File: config.mk
export PLATFORM = sky130hd
export DESIGN_NAME = trees_feeder
export DESIGN_NICKNAME = d
export VERILOG_FILES = /design/src/rtl/trees_feeder.sv
export SDC_FILE = /design/constraint.sdc
export NUM_CORES = 2
export LEC_CHECK = 0
export ABC_AREA = 0
export BUFFER_PORTS_ARGS = -buffer_cell sky130_fd_sc_hd__buf_4
export CORE_AREA = 5 5 466 468
export CTS_BUF_LIST = sky130_fd_sc_hd__clkbuf_16
export CTS_CLUSTER_DIAMETER = 80
export DETAILED_ROUTE_END_ITERATION = 6
export DIE_AREA = 0 0 471 473
export GPL_ROUTABILITY_DRIVEN = 0
export PLACE_DENSITY_LB_ADDON = 0.2
export SYNTH_ARGS = -nofsm -noshare
export SYNTH_HDL_FRONTEND = slang
export SYNTH_SLANG_ARGS = --single-unit
File: constraint.sdc
create_clock -name clk -period 4.5 [get_ports clk]
set_clock_uncertainty 0.05 [all_clocks]
set_input_delay 0.9 -clock clk [delete_from_list [all_inputs] [get_ports clk]]
set_output_delay 0.9 -clock clk [all_outputs]
set_load 0.1 [all_outputs]
File: src/rtl/trees_feeder.sv
// Feeds tree-ensemble node words and feature vectors from a 64-bit stream into the inference engine.
// Latency: one cycle from stream handshake to node write strobe; result is registered one cycle after done.
// Backpressure: s_ready is high only while loading or collecting features; r_valid holds until r_ready.
// Optional inference watchdog: define TREES_FEEDER_TIMEOUT_EN.
module trees_feeder #(
   parameter int N_TREES          = 16,
   parameter int N_NODE_AND_LEAFS = 256,
   parameter int N_FEATURE        = 32,
   parameter int TIMEOUT_CYCLES   = 4096
) (
   input  logic                                clk,
   input  logic                                rst_n,
   input  logic                                load_cmd,
   input  logic                                infer_cmd,
   input  logic                                s_valid,
   output logic                                s_ready,
   input  logic [63:0]                         s_data,
   output logic                                load_trees,
   output logic [$clog2(N_NODE_AND_LEAFS)-1:0] n_node,
   output logic [$clog2(N_TREES)-1:0]          n_tree,
   output logic [63:0]                         tree_nodes,
   output logic [N_FEATURE*32-1:0]             features,
   output logic                                start,
   input  logic                                done,
   input  logic [7:0]                          prediction,
   input  logic                                idle_sys,
   output logic                                r_valid,
   input  logic                                r_ready,
   output logic [7:0]                          r_data,
   output logic                                r_err,
   output logic                                busy
);

   localparam int NW = $clog2(N_NODE_AND_LEAFS);
   localparam int TW = $clog2(N_TREES);
   localparam int FW = (N_FEATURE > 2) ? $clog2(N_FEATURE / 2) : 1;

   localparam logic [NW-1:0] NODE_LAST = NW'(N_NODE_AND_LEAFS - 1);
   localparam logic [TW-1:0] TREE_LAST = TW'(N_TREES - 1);
   localparam logic [FW-1:0] FEAT_LAST = FW'(N_FEATURE / 2 - 1);

   typedef enum logic [2:0] {
      ST_IDLE,
      ST_LOAD,
      ST_FEAT,
      ST_START,
      ST_WAIT,
      ST_RESULT
   } state_t;

   state_t                  state_q, state_d;
   logic [NW-1:0]           wr_node_q, wr_node_d;
   logic [TW-1:0]           wr_tree_q, wr_tree_d;
   logic [FW-1:0]           feat_idx_q, feat_idx_d;
   logic                    s_ready_q, s_ready_d;
   logic                    load_trees_q, load_trees_d;
   logic [NW-1:0]           n_node_q, n_node_d;
   logic [TW-1:0]           n_tree_q, n_tree_d;
   logic [63:0]             tree_nodes_q, tree_nodes_d;
   logic [N_FEATURE*32-1:0] features_q, features_d;
   logic                    start_q, start_d;
   logic                    r_valid_q, r_valid_d;
   logic [7:0]              r_data_q, r_data_d;
   logic                    busy_q, busy_d;
   logic                    accept;

`ifdef TREES_FEEDER_TIMEOUT_EN
   localparam int CW = (TIMEOUT_CYCLES > 1) ? $clog2(TIMEOUT_CYCLES) : 1;
   localparam logic [CW-1:0] TO_LAST = CW'(TIMEOUT_CYCLES - 1);

   logic [CW-1:0] to_cnt_q, to_cnt_d;
   logic          r_err_q, r_err_d;
`else
   logic unused_timeout_cfg;
   assign unused_timeout_cfg = (TIMEOUT_CYCLES != 0);
`endif

   assign accept = s_valid & s_ready_q;

   always_comb begin
      state_d      = state_q;
      wr_node_d    = wr_node_q;
      wr_tree_d    = wr_tree_q;
      feat_idx_d   = feat_idx_q;
      load_trees_d = 1'b0;
      n_node_d     = n_node_q;
      n_tree_d     = n_tree_q;
      tree_nodes_d = tree_nodes_q;
      features_d   = features_q;
      start_d      = 1'b0;
      r_data_d     = r_data_q;
`ifdef TREES_FEEDER_TIMEOUT_EN
      to_cnt_d     = to_cnt_q;
      r_err_d      = r_err_q;
`endif

      case (state_q)
         ST_IDLE: begin
            // load wins over a simultaneous infer request
            if (load_cmd) begin
               state_d   = ST_LOAD;
               wr_node_d = '0;
               wr_tree_d = '0;
            end else if (infer_cmd) begin
               state_d    = ST_FEAT;
               feat_idx_d = '0;
            end
         end
         ST_LOAD: begin
            if (accept) begin
               load_trees_d = 1'b1;
               tree_nodes_d = s_data;
               n_node_d     = wr_node_q;
               n_tree_d     = wr_tree_q;
               if (wr_node_q == NODE_LAST) begin
                  wr_node_d = '0;
                  if (wr_tree_q == TREE_LAST) begin
                     state_d = ST_IDLE;
                  end else begin
                     wr_tree_d = wr_tree_q + TW'(1);
                  end
               end else begin
                  wr_node_d = wr_node_q + NW'(1);
               end
            end
         end
         ST_FEAT: begin
            if (accept) begin
               features_d[int'(feat_idx_q)*64 +: 64] = s_data;
               if (feat_idx_q == FEAT_LAST) begin
                  state_d = ST_START;
               end else begin
                  feat_idx_d = feat_idx_q + FW'(1);
               end
            end
         end
         ST_START: begin
            if (idle_sys) begin
               start_d = 1'b1;
               state_d = ST_WAIT;
`ifdef TREES_FEEDER_TIMEOUT_EN
               to_cnt_d = '0;
`endif
            end
         end
         ST_WAIT: begin
            if (done) begin
               r_data_d = prediction;
               state_d  = ST_RESULT;
`ifdef TREES_FEEDER_TIMEOUT_EN
               r_err_d  = 1'b0;
            end else if (to_cnt_q == TO_LAST) begin
               r_data_d = 8'hFF;
               r_err_d  = 1'b1;
               state_d  = ST_RESULT;
            end else begin
               to_cnt_d = to_cnt_q + CW'(1);
`endif
            end
         end
         ST_RESULT: begin
            if (r_ready) begin
               state_d = ST_IDLE;
            end
         end
         default: state_d = ST_IDLE;
      endcase

      // handshake-facing flags follow the next state so they are registered
      s_ready_d = (state_d == ST_LOAD) || (state_d == ST_FEAT);
      r_valid_d = (state_d == ST_RESULT);
      busy_d    = (state_d != ST_IDLE);
   end

   always_ff @(posedge clk or negedge rst_n) begin
      if (!rst_n) begin
         state_q      <= ST_IDLE;
         wr_node_q    <= '0;
         wr_tree_q    <= '0;
         feat_idx_q   <= '0;
         s_ready_q    <= 1'b0;
         load_trees_q <= 1'b0;
         n_node_q     <= '0;
         n_tree_q     <= '0;
         tree_nodes_q <= '0;
         features_q   <= '0;
         start_q      <= 1'b0;
         r_valid_q    <= 1'b0;
         r_data_q     <= '0;
         busy_q       <= 1'b0;
`ifdef TREES_FEEDER_TIMEOUT_EN
         to_cnt_q     <= '0;
         r_err_q      <= 1'b0;
`endif
      end else begin
         state_q      <= state_d;
         wr_node_q    <= wr_node_d;
         wr_tree_q    <= wr_tree_d;
         feat_idx_q   <= feat_idx_d;
         s_ready_q    <= s_ready_d;
         load_trees_q <= load_trees_d;
         n_node_q     <= n_node_d;
         n_tree_q     <= n_tree_d;
         tree_nodes_q <= tree_nodes_d;
         features_q   <= features_d;
         start_q      <= start_d;
         r_valid_q    <= r_valid_d;
         r_data_q     <= r_data_d;
         busy_q       <= busy_d;
`ifdef TREES_FEEDER_TIMEOUT_EN
         to_cnt_q     <= to_cnt_d;
         r_err_q      <= r_err_d;
`endif
      end
   end

   assign s_ready    = s_ready_q;
   assign load_trees = load_trees_q;
   assign n_node     = n_node_q;
   assign n_tree     = n_tree_q;
   assign tree_nodes = tree_nodes_q;
   assign features   = features_q;
   assign start      = start_q;
   assign r_valid    = r_valid_q;
   assign r_data     = r_data_q;
   assign busy       = busy_q;
`ifdef TREES_FEEDER_TIMEOUT_EN
   assign r_err      = r_err_q;
`else
   assign r_err      = 1'b0;
`endif

endmodule
==> results.toml <==
[floorplanning]
io_pins = 1194
dieWidth_um = 471
die_h_um = 473
num_rows = 170
coreArea_sq_mm = 0.213
dieArea_sq_mm = 0.223
start_util_pct = 21.6

[cells_and_area]
final_layout_size_suffix_gt1_share_pct = 37.0
fillers = 22300
syn2layout_area_growth_pct = 35.6
final_nets = 5196

[pwr]
switching_share_pct = 48.2
vdd_ir_drop_max_uv = 520
seq_power_share_pct = 30.8
power.clock.fraction_pct = 27.0
combPwrFrac_pct = 42.2
leakage_nw = 33.8
switchingPower_mw = 19.1
power_density_mw_per_mm2 = 632
internal_power_mw = 20.5

[sta]
drv_slew = 0
period_minus_slack_ps = 3740
hold_viol = 0
post-route-worst-setup-slack_ps = 760
finalCritPeriodShare_pct = 83.1
rsz0062_at_grt = "no"
setup_viol = 0
timing.fmax_mhz = 267
slew_headroom_pct = 20.5
worstMarginPinSlew_ps = 1190
fin_setup_tns_ps = 0

[place]
portBuffers = 1192
hpwlAfterDp_um = 157000
dp_worst_setup_slack_ps = 802

[routing]
dr.first_iter.drc_count = 1959
wire_per_inst_um = 27.2
viasPerCell = 4.21
antenna_left = 0
drcViolationCount = 0
firstDrtPassIters = 6
vias = 33900
routed_wl_um = 219000

[yosys]
synthArstFlopShare_pct = 100
synth_warnings = 0
syn_avg_cell_area_sq_um = 11.6
synth_nets = 4064
synth_largest_area_cell = "dfrtp_1"
syn_area_sq_mm = 0.0461
synthDistinctLibCells = 55
yosys.area.top_type_share_pct = 61.4
synth_edf_count = 0
ys_seq_area_share_pct = 61.4
ys_ff_latch = 1132
syn_inst = 3979
ys.flop_type = "dfrtp_1"
synth.area.top_cells = "dfrtp_1 (61%), mux2_2 (6.8%), nand2_1 (6.5%)"

[setup_path]
worstPathMaxFanout = 25
crit_type = "reg2reg"
worstSetupStartpointType = "flip-flop"
endpoint_kind = "flip-flop"
cp.required_ps = 5110
crit_arrival_ps = 4350

[job]
cap_violations = 0

[min_path]
holdCritPathClass = "in2async"

[clock_network]
cts_tree = "built"
clkSinkCount = 1132
clockRootBuffer = "clkbuf_16"
post_cts_buffers = 0
hold_buffers = 0
cts_resized = 0
clk_latency_ps = 780
clockBufferDepth = 3
cts_buffers = 141
h-tree-depth = 4
clkTransAtPathRegs_ps = 60

[grt]
grt.overflow.total = 0
grt_first_pass_wirelength_um = 301000
grt_max_degree = 85
antenna_found_initial = 18
grt_pass1_vias = 35600
grt_use_total_pct = 19.1

[run_status]
status = "completed"
-- path summary, 6_finish.rpt --
kind / start / endpoint / slack (ps) / cells past startpoint
max: feat_idx_q[3] / features[406] / 760 / 7
min: rst_n / features[813] / 160 / 1
max reg2reg: feat_idx_q[3] / features[406] / 760 / 7
min reg2reg: tree_nodes[63] / tree_nodes[63] / 430 / 2
max in group asynchronous: rst_n / tree_nodes[31] / 3100 / 3
min in group clk: prediction[1] / r_data[1] / 300 / 2
-- cell usage in the layout (no fill, tap or decap), drive strengths merged, types with 5 or more instances in the layout --
master / instances
o21ai: 386
and3: 9
buf: 1283
nor2: 24
diode: 13
nand2: 801
a21oi: 11
inv: 329
and2: 197
dfrtp: 1132
ha: 5
nand2b: 7
mux2i: 236
mux2: 428
nor2b: 10
clkbuf: 146
nand3: 71
nand4: 11
clkinv: 55
nor3: 12
-- synth_stat cells, types with 2 or more instances --
master / n
a21o_1: 4
a21oi_1: 11
and2_1: 197
and3_1: 9
buf_1: 15
buf_2: 40
buf_4: 7
buf_6: 35
clkbuf_1: 197
dfrtp_1: 1132
ha_1: 5
inv_1: 302
mux2_2: 277
mux2_4: 151
mux2i_1: 236
nand2_1: 801
nand2b_1: 7
nand3_1: 71
nand4_1: 6
nand4_4: 5
nor2_1: 24
nor2b_1: 10
nor3_1: 12
nor3b_2: 2
nor4_1: 3
o2111ai_1: 3
o21ai_0: 386
or3b_2: 2
or4_1: 3
-- cell type report --
| class | instances | area [sq um] | area share [%] |
|---|---|---|---|
| diodes | 13 | 32.5 | 0.0520 |
| clock buffers | 146 | 3650 | 5.84 |
| clock inverters | 89 | 562 | 0.898 |
| inverters | 303 | 1140 | 1.82 |
| multi-input cells | 2250 | 15400 | 24.5 |
| flip-flops and latches | 1132 | 28300 | 45.3 |
| well taps | 2838 | 3550 | 5.67 |
| repair buffers | 1283 | 9960 | 15.9 |
-- sequential cells by signal, summed over array words and instances, names as in the netlist --
| signal | flops |
|---|---|
| features | 1024 |
| tree_nodes | 64 |
| state_q | 3 |
| n_node | 8 |
| wr_node_q | 8 |
| n_tree | 4 |
| busy | 1 |
| load_trees | 1 |
| s_ready | 1 |
| r_valid | 1 |
| feat_idx_q | 4 |
| start | 1 |
| r_data | 8 |
| wr_tree_q | 4 |
-- stage by stage --
stage / cell area (sq um) / total power [mW] / utilization (%) / hold WS (ps) / cells
CTS: 62600 / 40.2 / 29.3 / 136 / 8041
floorplan: 46100 / 23.8 / - / 427 / 3979
global placement: 58300 / 29.2 / 27.4 / 409 / 7806
finish: 62600 / 39.6 / 29.4 / 164 / 8054
detailed placement: 58300 / 29.3 / 27.4 / 414 / 7806
global route: 62600 / 41.2 / 29.4 / 160 / 8044
-- cells by family after synthesis --
| group | Yosys count | synth area share [%] |
|---|---|---|
| compound gates | 414 | 4.61 |
| mux | 664 | 16.8 |
| xor+xnor | 3 | 0.0732 |
| simple gates | 1163 | 11.4 |
| fa+ha+maj | 5 | 0.136 |
| flops | 1132 | 61.4 |
| buf+inv | 597 | 5.59 |
| other cells | 1 | 0.00813 |
-- critical path, stage by stage, from the launching register on --
cell and delay, ps:
dfrtp_1 500, inv_1 120, ha_1 560, nor2b_1 900, nand4_4 230, buf_4 380
buf_4 400, mux2_4 360
-- power by group through the flow --
stage               clock network [mW]  logic [mW]  registers (mW)
floorplan                            0        3.53            20.3
global placement                     0        16.9            12.3
detailed placement                   0        16.9            12.3
CTS                               11.1        16.9            12.2
global route                      11.4        17.5            12.3
finish                            10.7        16.7            12.2
-- layer usage --
layer	GRT usage, %	routed length, um	vias up
li1	-	-	15200
met1	23.2	89100	17300
met2	32.0	105000	1204
met3	6.44	18100	235
met4	5.50	6090	0
met5	0	0	-
No activity file was read; power rests on OpenSTA's default activity.
